<file path="src/rtl/cory_sink_pkg.sv">
// Shared types and constants for the cory_sink receive-end stream model
// and the throttle LCG it shares with the other stall models.
package cory_sink_pkg;

    typedef enum logic [1:0] {
        IDLE  = 2'd0,
        STALL = 2'd1,
        READY = 2'd2
    } state_t;

    localparam int unsigned LCG_MUL   = 21;
    localparam int unsigned LCG_INC   = 1;
    localparam int unsigned CNT_W     = 32;
    localparam int unsigned ERR_CNT_W = 16;

    localparam logic [ERR_CNT_W-1:0] ERR_CNT_MAX = 16'hFFFF;

endpackage

</file>
<file path="src/rtl/cory_sink_if.sv">
// Valid/ready stream seen from the sink: upstream drives valid/data,
// the sink drives ready.
interface cory_sink_if #(
    parameter int unsigned N = 8
);
    logic         i_a_v;
    logic [N-1:0] i_a_d;
    logic         o_a_r;

    modport master (output i_a_v, output i_a_d, input o_a_r);
    modport slave  (input i_a_v, input i_a_d, output o_a_r);
endinterface

</file>
<file path="src/rtl/cory_lcg.sv">
// L-bit linear congruential stall generator: value <- value*21 + 1 mod 2^L.
// Shared by the throttle models; o_nxt_c exposes the next value so callers can
// decide on it in the same cycle that they step.
module cory_lcg
    import cory_sink_pkg::*;
#(
    parameter int unsigned L = 8,
    parameter int unsigned I = 1
) (
    input  logic         clk,
    input  logic         reset,
    input  logic         i_load,
    input  logic [L-1:0] i_load_val,
    input  logic         i_step,
    output logic [L-1:0] o_val,
    output logic [L-1:0] o_nxt_c
);

    logic [L-1:0] r_val;
    logic [L-1:0] w_nxt;

    assign w_nxt = L'(r_val * L'(LCG_MUL) + L'(LCG_INC));

    always_ff @(posedge clk) begin
        if (reset) begin
            r_val <= L'(I);
        end else if (i_load) begin
            r_val <= i_load_val;
        end else if (i_step) begin
            r_val <= w_nxt;
        end
    end

    assign o_val   = r_val;
    assign o_nxt_c = w_nxt;

endmodule

</file>
<file path="src/rtl/cory_sink.sv">
// Stream terminator: throttles upstream with pseudo-random ready stalls,
// counts accepted beats and checks data against an incrementing reference.
module cory_sink
    import cory_sink_pkg::*;
#(
    parameter int unsigned N   = 8,
    parameter int unsigned L   = 8,
    parameter int unsigned I   = 1,
    parameter bit          CHK = 1'b1
) (
    input  logic                 clk,
    input  logic                 reset,
    cory_sink_if.slave           a,
    input  logic                 i_en,
    output logic [CNT_W-1:0]     o_cnt,
    output logic [N-1:0]         o_last_d,
    output logic                 o_err,
    output logic [ERR_CNT_W-1:0] o_err_cnt
);

    state_t               r_state;
    state_t               w_state_nxt;
    logic [L-1:0]         r_ctr;
    logic [L-1:0]         w_ctr_nxt;
    logic                 r_a_r;
    logic                 w_acc;
    logic                 w_step;
    logic                 w_mis;
    logic [L-1:0]         w_stall;
    logic [L-1:0]         w_stall_nxt;
    logic [N-1:0]         r_exp;
    logic [CNT_W-1:0]     r_cnt;
    logic [N-1:0]         r_last_d;
    logic                 r_err;
    logic [ERR_CNT_W-1:0] r_err_cnt;

    cory_lcg #(
        .L (L),
        .I (I)
    ) u_lcg (
        .clk        (clk),
        .reset      (reset),
        .i_load     (1'b0),
        .i_load_val ('0),
        .i_step     (w_step),
        .o_val      (w_stall),
        .o_nxt_c    (w_stall_nxt)
    );

    assign w_acc = a.i_a_v & r_a_r;
    assign w_mis = CHK & (a.i_a_d != r_exp);

    always_comb begin
        w_state_nxt = r_state;
        w_ctr_nxt   = r_ctr;
        w_step      = 1'b0;
        if (!i_en) begin
            w_state_nxt = IDLE;
            w_ctr_nxt   = '0;
        end else begin
            case (r_state)
                IDLE: begin
                    w_state_nxt = (w_stall != '0) ? STALL : READY;
                end
                STALL: begin
                    if (r_ctr == w_stall - L'(1)) begin
                        w_state_nxt = READY;
                        w_ctr_nxt   = '0;
                    end else begin
                        w_ctr_nxt   = r_ctr + L'(1);
                    end
                end
                READY: begin
                    if (w_acc) begin
                        w_step = 1'b1;
                        if (w_stall_nxt != '0) begin
                            w_state_nxt = STALL;
                        end
                    end
                end
                default: begin
                    w_state_nxt = IDLE;
                end
            endcase
        end
    end

    // ready is a flop loaded from the next state, so it never sees valid
    always_ff @(posedge clk) begin
        if (reset) begin
            r_state <= IDLE;
            r_ctr   <= '0;
            r_a_r   <= 1'b0;
        end else begin
            r_state <= w_state_nxt;
            r_ctr   <= w_ctr_nxt;
            r_a_r   <= (w_state_nxt == READY);
        end
    end

    // expected value follows the received data so one bad beat costs one error
    always_ff @(posedge clk) begin
        if (reset) begin
            r_exp     <= '0;
            r_cnt     <= '0;
            r_last_d  <= '0;
            r_err     <= 1'b0;
            r_err_cnt <= '0;
        end else if (w_acc) begin
            r_cnt    <= r_cnt + CNT_W'(1);
            r_last_d <= a.i_a_d;
            r_exp    <= a.i_a_d + N'(1);
            if (w_mis) begin
                r_err <= 1'b1;
                if (r_err_cnt != ERR_CNT_MAX) begin
                    r_err_cnt <= r_err_cnt + ERR_CNT_W'(1);
                end
            end
        end
    end

    assign a.o_a_r   = r_a_r;
    assign o_cnt     = r_cnt;
    assign o_last_d  = r_last_d;
    assign o_err     = r_err;
    assign o_err_cnt = r_err_cnt;

endmodule
</file>
<file path="src/flat_wrapper.sv">
// flat-port wrapper written by rule: the top's interface ports become plain ports
module cory_sink_flat import cory_sink_pkg::*;
#(
    parameter int unsigned N   = 8,
    parameter int unsigned L   = 8,
    parameter int unsigned I   = 1,
    parameter bit          CHK = 1'b1
)
  (clk, reset, i_en, o_cnt, o_last_d, o_err, o_err_cnt, a_i_a_v, a_i_a_d, a_o_a_r);
  cory_sink_if #(.N(N)) a_i ();
  input  logic clk;
  input  logic reset;
  input  logic i_en;
  output logic [CNT_W-1:0] o_cnt;
  output logic [N-1:0] o_last_d;
  output logic o_err;
  output logic [ERR_CNT_W-1:0] o_err_cnt;
  input wire logic [$bits(a_i.i_a_v)-1:0] a_i_a_v;
  input wire logic [$bits(a_i.i_a_d)-1:0] a_i_a_d;
  output wire logic [$bits(a_i.o_a_r)-1:0] a_o_a_r;
  assign a_i.i_a_v = a_i_a_v;
  assign a_i.i_a_d = a_i_a_d;
  assign a_o_a_r = a_i.o_a_r;
  cory_sink #(.N(N), .L(L), .I(I), .CHK(CHK)) u_core (.clk(clk), .reset(reset), .a(a_i), .i_en(i_en), .o_cnt(o_cnt), .o_last_d(o_last_d), .o_err(o_err), .o_err_cnt(o_err_cnt));
endmodule
</file>
<file path="config.mk">
export PLATFORM = sky130hd
export DESIGN_NAME = cory_sink_flat
export DESIGN_NICKNAME = d
export VERILOG_FILES = /design/src/rtl/cory_sink_pkg.sv /design/src/rtl/cory_sink_if.sv /design/src/rtl/cory_lcg.sv /design/src/rtl/cory_sink.sv /design/src/flat_wrapper.sv
export SDC_FILE = /design/constraint.sdc
export NUM_CORES = 1
export LEC_CHECK = 0
export CAP_MARGIN = 20
export CORE_ASPECT_RATIO = 1.25
export CORE_UTILIZATION = 40
export CTS_BUF_LIST = sky130_fd_sc_hd__clkbuf_2 sky130_fd_sc_hd__clkbuf_4 sky130_fd_sc_hd__clkbuf_8
export DETAILED_ROUTE_END_ITERATION = 6
export PLACE_DENSITY = 0.68
export SLEW_MARGIN = 40
export SYNTH_ARGS = -nofsm -noshare
export SYNTH_HDL_FRONTEND = slang
export SYNTH_SLANG_ARGS = --single-unit
</file>
<file path="constraint.sdc">
create_clock -name clk -period 6.1 [get_ports clk]
set_input_delay 0.61 -clock clk [delete_from_list [all_inputs] [get_ports clk]]
set_output_delay 0.61 -clock clk [all_outputs]
set_load 0.01 [all_outputs]
</file>
# Word level (Yosys, flattened, before mapping)

Cells that the tools add are included.

Add/sub/neg operators: 6
$mul: 1
Div/mod/pow operators: 0
$lt $le $gt $ge: 0
Equality and inequality tests: 6
Shift-type cells: 0
Mux-type cells: 10
Bitwise gates (word level): 2
Reduce and logical (&&, ||, !) cells: 6

Operators by type and width:

| kind                                                | count |
|---|---|
| adder 32 x 1 -> 32 bit, second input constant       | 1 |
| adder 8 x 1 -> 8 bit, second input constant         | 3 |
| adder 16 x 1 -> 16 bit, second input constant       | 1 |
| != test 16 bit, second input constant               | 1 |
| nonzero test 8 bit                                  | 2 |
| 2-to-1 mux 2 bit                                    | 5 |
| equality test 8 bit                                 | 1 |
| multiplier 8 x 5 -> 8 bit, second input constant    | 1 |
| 2-to-1 mux 8 bit                                    | 1 |
| != test 8 bit                                       | 1 |
| subtractor 8 x 1 -> 8 bit, second input constant    | 1 |
| one-hot mux 2 bit (3 select lines)                  | 1 |
| equality test 2 bit, second input constant          | 2 |
| 2-to-1 mux 1 bit                                    | 3 |
| AND reduction 3 bit                                 | 1 |
| equality test 2 x 1 -> 1 bit, second input constant | 1 |
| zero test 2 bit                                     | 1 |
| AND reduction 2 bit                                 | 1 |
| OR reduction 2 bit                                  | 1 |
| bitwise AND 1 bit                                   | 1 |
| NOT 1 bit                                           | 1 |

Register bits after elaboration: 84
Latch bits: 0
Memory bits (writable): 0
ROM bits: 0
Input port bits: 12
Output and inout port bits: 58
Logic and storage cells: 40
Memories: 0

# Logic depth before layout (Yosys ltp)

Depth in word-level cells: 8
Gate-level depth with buffers: 10
Mapped depth without buffers: 10

# By module

From an unflattened synthesis, not the netlist that was laid out.

Cells, all modules: 526
Area total of the unflattened synthesis: 4,403.0 um^2

Modules (own cells, without submodules):

| module    | times used | cells an instance | area each (um^2) | seq. area each (um^2) |
|---|---|---|---|---|
| cory_sink | 1          | 443               | 3,704.8          | 1,521.5 |
| cory_lcg  | 1          | 83                | 698.2            | 160.2 |

# Least setup slack after synthesis

OpenSTA, ideal clock, no wires.

Path type: flip-flop to flip-flop
Start: reg u_core.u_lcg.r_val[1], in the netlist u_core.u_lcg.o_val[1]
End: reg u_core.r_state[0]
Library setup time: 116 ps
Data arrival time: 2,554 ps
Required time: 5,984 ps
Slack: 3,431 ps
Stages on the path, launching flop included: 11
Path buffers: 0
Clock period less this slack: 2,669 ps
Path through: dfxtp_1 -> ha_1 -> ha_1 -> ha_1 -> ha_1 -> o21ai_0 -> a22oi_1 -> xor2_1 -> nor4_1 -> a21oi_1 -> a31o_1

Longest elaborated chain between the ends: 7
Elaborated cells on any way between the ends: 12
Classes of those cells: add/sub: 2; mul: 1; eq/ne: 1; mux: 6; reduce/logical: 2

Ends and longest elaborated chain:

| item                                 | RTL line        | text |
|---|---|---|
| start: declaration                   | cory_lcg.sv:19  | `logic [L-1:0] r_val;` |
| start signal: assignment             | cory_lcg.sv:26  | `r_val <= L'(I);` |
| start signal: assignment             | cory_lcg.sv:28  | `r_val <= i_load_val;` |
| start signal: assignment             | cory_lcg.sv:30  | `r_val <= w_nxt;` |
| multiplier 8 x 5 -> 8 bit            | cory_lcg.sv:22  | `assign w_nxt = L'(r_val * L'(LCG_MUL) + L'(LCG_INC));` |
| adder 8 x 1 -> 8 bit                 | cory_lcg.sv:22  |  |
| nonzero test 8 bit                   | cory_sink.sv:76 | `if (w_stall_nxt != '0) begin` |
| 2-to-1 mux 2 bit                     | cory_sink.sv:76 |  |
| 2-to-1 mux 2 bit                     | cory_sink.sv:74 | `if (w_acc) begin` |
| one-hot mux 2 bit (3 select lines) * | cory_sink.sv:61 | `case (r_state)` |
| 2-to-1 mux 2 bit *                   | cory_sink.sv:57 | `if (!i_en) begin` |
| end signal: assignment               | cory_sink.sv:95 | `r_state <= w_state_nxt;` |
| end: declaration                     | cory_sink.sv:21 | `state_t r_state;` |

Every way passes the cells marked *; elsewhere a longest branch is shown, timed or not.
A chain may end at the register's enable or synchronous reset.

# Final worst setup path

Start: reg u_core.u_lcg.r_val[3], in the netlist u_core.u_lcg.o_val[3]
End: reg u_core.r_state[0]

The elaborated chain is that of the path after synthesis.

==> impl_results.md <==
* Final wirelength at 9450 um
* Ratio of total power to cell area at 192 nW/um2
* Number of setup violations in the final report at 0
* Clock root cell: clkbuf_8
* Status: completed
* Final Hold Fails at 0
* Non-Filler Cell Area, Final at 5260 um2
* Post-synthesis average cell area at 8.66 um2
* Core area at 10200 um2
* Clock tree from TritonCTS: done
* Sequential fraction of the synthesis area at 39.5%
* Cell area after placement at 5050 um2
* Clock transition at path regs at about 0.080 ns
* Via density at 5.22
* Number of global-route vias before repair at 3375
* Number of gates resized after CTS at 0
* Largest fanout on the critical path at 7
* Worst setup path startpoint: u_core.u_lcg.o_val[3]
* Number of H-tree levels at 3
* Post-Syn Area at 4260 um2
* IO Count at 70
* Pin count of the biggest net entering global routing at 76
* Dominant register cell in the synthesized netlist: dfxtp_1
* Clock sink total at 84
* Global-route usage over all layers at 17.6%
* Startpoint of the most critical register-to-register path: u_core.u_lcg.o_val[3]
* Period minus WS final at 2.93 ns
* Grt total ovfl at 0
* First-pass GRT wire length at 15600 um
* CP endpoint kind: register
* CTS Buf Count at 9
* Routed vias at 3604
* Share of cells above drive strength 1 at between 5 and 6%
* DRC violation count after routing at 0
* Multi-input combinational cell area at 2470 um2
* Quantity of hold-fixing buffers added after cts at 0
* Number of I/O port buffers at 69
* Part of the power in combinational logic at 4.4%
* Worst relative slew slack at between 40% and 50%
* Setup TNS at 0 ns
* DIE AREA at 11100 um2
* Sequential Power Share at 54.9%
* Synth Warn # at 0
* Proportion of total power due to net switching at 22.8%
* Critical-path cell with the highest stage delay: dfxtp_1
* Detailed placer's ending HPWL at 6770 um
* Critical path startpoint category: register
* Post-synth EDFFs at 0
* Switching power at 0.000230 W
* Number of standard cells after synthesis at 492
* #FFs+latches synth at 84
* Period Utilization, post-route at 48.1%
* Class of the tightest hold or removal check: register to register
* Maximum clock insertion buffer count at 2
* Transition time of the tightest slew-check pin at slightly below 0.8 ns
* Clock Power Share at 40.7%
* Weighted congestion at the end of routability-driven global placement at between 0.8 and 0.9
* Synthesized netlist net count at approximately 520
* Iteration count of the initial detailed-routing pass at 4
* Iteration-0 DRC Markers at 194
* Post-layout nets at slightly below 600
* Number of pins with negative max-slew slack in the final report at 0
* Height of the die at 117 um
* Initial antenna violation count at 0
* RSZ-0062 raised after global routing: no
* Crit path largest cell delay at roughly 0.5 ns
* Cell mode on critical path: ha_1
* Worst path required time at 6.36 ns
* Maximum achievable frequency at 341 MHz
* Buffers inserted during post-CTS setup optimization at 0
* Area taken by flip-flops and latches at 1680 um2
* Async set or reset register ratio after synthesis at 0%
* Average routed wire per standard cell at 13.7 um
* Launch point of the worst hold path: u_core.o_err
* Maximum vdd drop at around 0.15 mV
* Chip width at 94.3 um
* Worst Path Class, Setup: register to register
* Final-layout fill cell count at 972
* Clock insertion delay at the later pin of the skew report at around 0.37 ns
* Critical Path AT at 3.19 ns
* CP cell instances: ha_1 -> ha_1 -> ha_1 -> ha_1 -> o21ai_0 -> a22oi_1 -> xor2_1 -> nor4_1 -> a21oi_1 -> a31o_1
* Total inserted antenna cells at 0
* Cell internal pwr at 0.000780 W
* LEAKAGE at 1.80 nW
* Max_cap viols at 0
* Initial standard-cell utilization of the core at between 40% and 50%
* Detail Route Antenna Nets at 0
* Worst clock skew on the final layout at 0.0131 ns
* Count of different cell masters after synthesis at 49
* Layout overhead on the synthesized area at 23.4%
* Row cnt at a little over 40
final cells by class:
cell class              instances  area share [%]
repair buffers                 71            13.3
clock inverters                 3           0.881
flip-flops and latches         84            32.0
multi-input cells             379            47.0
inverters                      12           0.857
clock buffers                  13            2.93
well taps                     129            3.07
cell usage after synthesis, types with 2 or more instances:
| cell type | n | area, um2 |
|---|---|---|
| buf_1 | 2 | 7.51 |
| nor2_1 | 70 | 263 |
| clkbuf_1 | 13 | 48.8 |
| a211oi_1 | 10 | 75.1 |
| inv_1 | 12 | 45.0 |
| o31a_1 | 2 | 17.5 |
| xor2_1 | 31 | 272 |
| a21oi_1 | 25 | 125 |
| nor2b_1 | 3 | 18.8 |
| xnor2_1 | 50 | 438 |
| nor4_2 | 2 | 25.0 |
| nand2b_1 | 5 | 31.3 |
| and3_1 | 11 | 68.8 |
| ha_1 | 18 | 225 |
| or3_1 | 6 | 37.5 |
| nor3_1 | 12 | 60.1 |
| o21ai_0 | 10 | 50.1 |
| dfxtp_1 | 84 | 1680 |
| nand4_2 | 2 | 25.0 |
| o21bai_1 | 2 | 15.0 |
| nand3_1 | 31 | 155 |
| mux2i_1 | 5 | 50.1 |
| nand4_1 | 11 | 68.8 |
| nand2_1 | 37 | 139 |
| nor4_1 | 8 | 50.1 |
| and4_1 | 6 | 52.6 |
| nand3b_1 | 2 | 15.0 |
worst max-delay path: cells and delay by family (launching register included):
kind                     cells  cell delay (ns)
XOR/XNOR                     1             0.11
AND/OR/NAND/NOR              1             0.24
AO/OA/AOI/OAI                4             0.71
adder cells (fa/ha/maj)      4             1.28
flip-flops                   1             0.50
per-layer routing:
layer  track usage [%]  vias to the layer above  part of all wire (%)
li1                  -                     1830                     -
met2              28.9                       78                    48
met4              9.13                        0                   2.3
met3              3.96                       17                   5.1
met1              21.0                     1679                    45
met5                 0                        -                     0
registers in the layout, indices dropped and copies added, names as in the netlist:
register,flops
u_core.o_err,1
u_core.r_state,2
u_core.r_ctr,8
u_core.a.o_a_r,1
u_core.o_last_d,8
u_core.o_err_cnt,16
u_core.o_cnt,32
u_core.u_lcg.o_val,8
u_core.r_exp,8
metrics by stage:
stage / instances / util [%] / worst slack [ns] / hold WS, ns / total power [W]
detailed placement: 675 / 49.5 / 3.16 / 0.444 / 0.000612
global route: 691 / 51.5 / 3.04 / 0.479 / 0.00105
floorplan: 492 / - / 3.43 / 0.450 / 0.000593
global placement: 675 / 49.5 / 3.24 / 0.435 / 0.000612
CTS: 691 / 51.4 / 3.16 / 0.462 / 0.00102
finish: 691 / 51.5 / 3.17 / 0.456 / 0.00101
kinds of logic (layout without fill, tap and decap cells):
family,count (synthesis),after routing,synth area share [%]
AO/OA/AOI/OAI,60,60,8.81
XOR/XNOR,81,81,16.6
adder cells (fa/ha/maj),19,19,5.75
buffers and inverters,29,99,2.76
flip-flops,84,84,39.5
multiplexers,5,5,1.17
AND/OR/NAND/NOR,214,214,25.4
cells in the final DEF (no fill, tap or decap), types with 2 or more instances in the layout:
cell             synthesis  layout
xor2_1                  31      31
dfxtp_1                 84      84
o31a_1                   2       2
nand3_1                 31      31
nand3b_1                 2       2
nor4_2                   2       2
nor2b_1                  3       3
and4_1                   6       6
nand4_2                  2       2
or3_1                    6       6
nand4_1                 11      11
nor3_1                  12      12
o21bai_1                 2       2
clkbuf_8                 0       9
clkdlybuf4s50_1          0      68
and3_1                  11      11
mux2i_1                  5       5
ha_1                    18      18
inv_1                   12      12
nand2b_1                 5       5
nand2_1                 37      37
nor2_1                  70      70
nor4_1                   8       8
buf_4                    0       2
xnor2_1                 50      50
o21ai_0                 10      10
a211oi_1                10      10
a21oi_1                 25      25
clkbuf_4                 0       4
path summary, 6_finish.rpt:
| kind | depth (start not counted) | slack [ns] | endpoint |
|---|---|---|---|
| worst max-delay path | 10 | 3.17 | u_core.r_state[0] |
| worst min-delay path | 2 | 0.46 | u_core.o_err |
| worst max register to register | 10 | 3.17 | u_core.r_state[0] |
| worst min register to register | 2 | 0.46 | u_core.o_err |
power by group through the flow:
stage	registers [W]	clock network (W)	logic [W]
floorplan	0.000568	0	0.0000249
global placement	0.000568	0	0.0000441
detailed placement	0.000568	0	0.0000447
CTS	0.000555	0.000421	0.0000447
global route	0.000555	0.000442	0.0000491
finish	0.000555	0.000411	0.0000445
No activity file was read; power rests on OpenSTA's default activity.
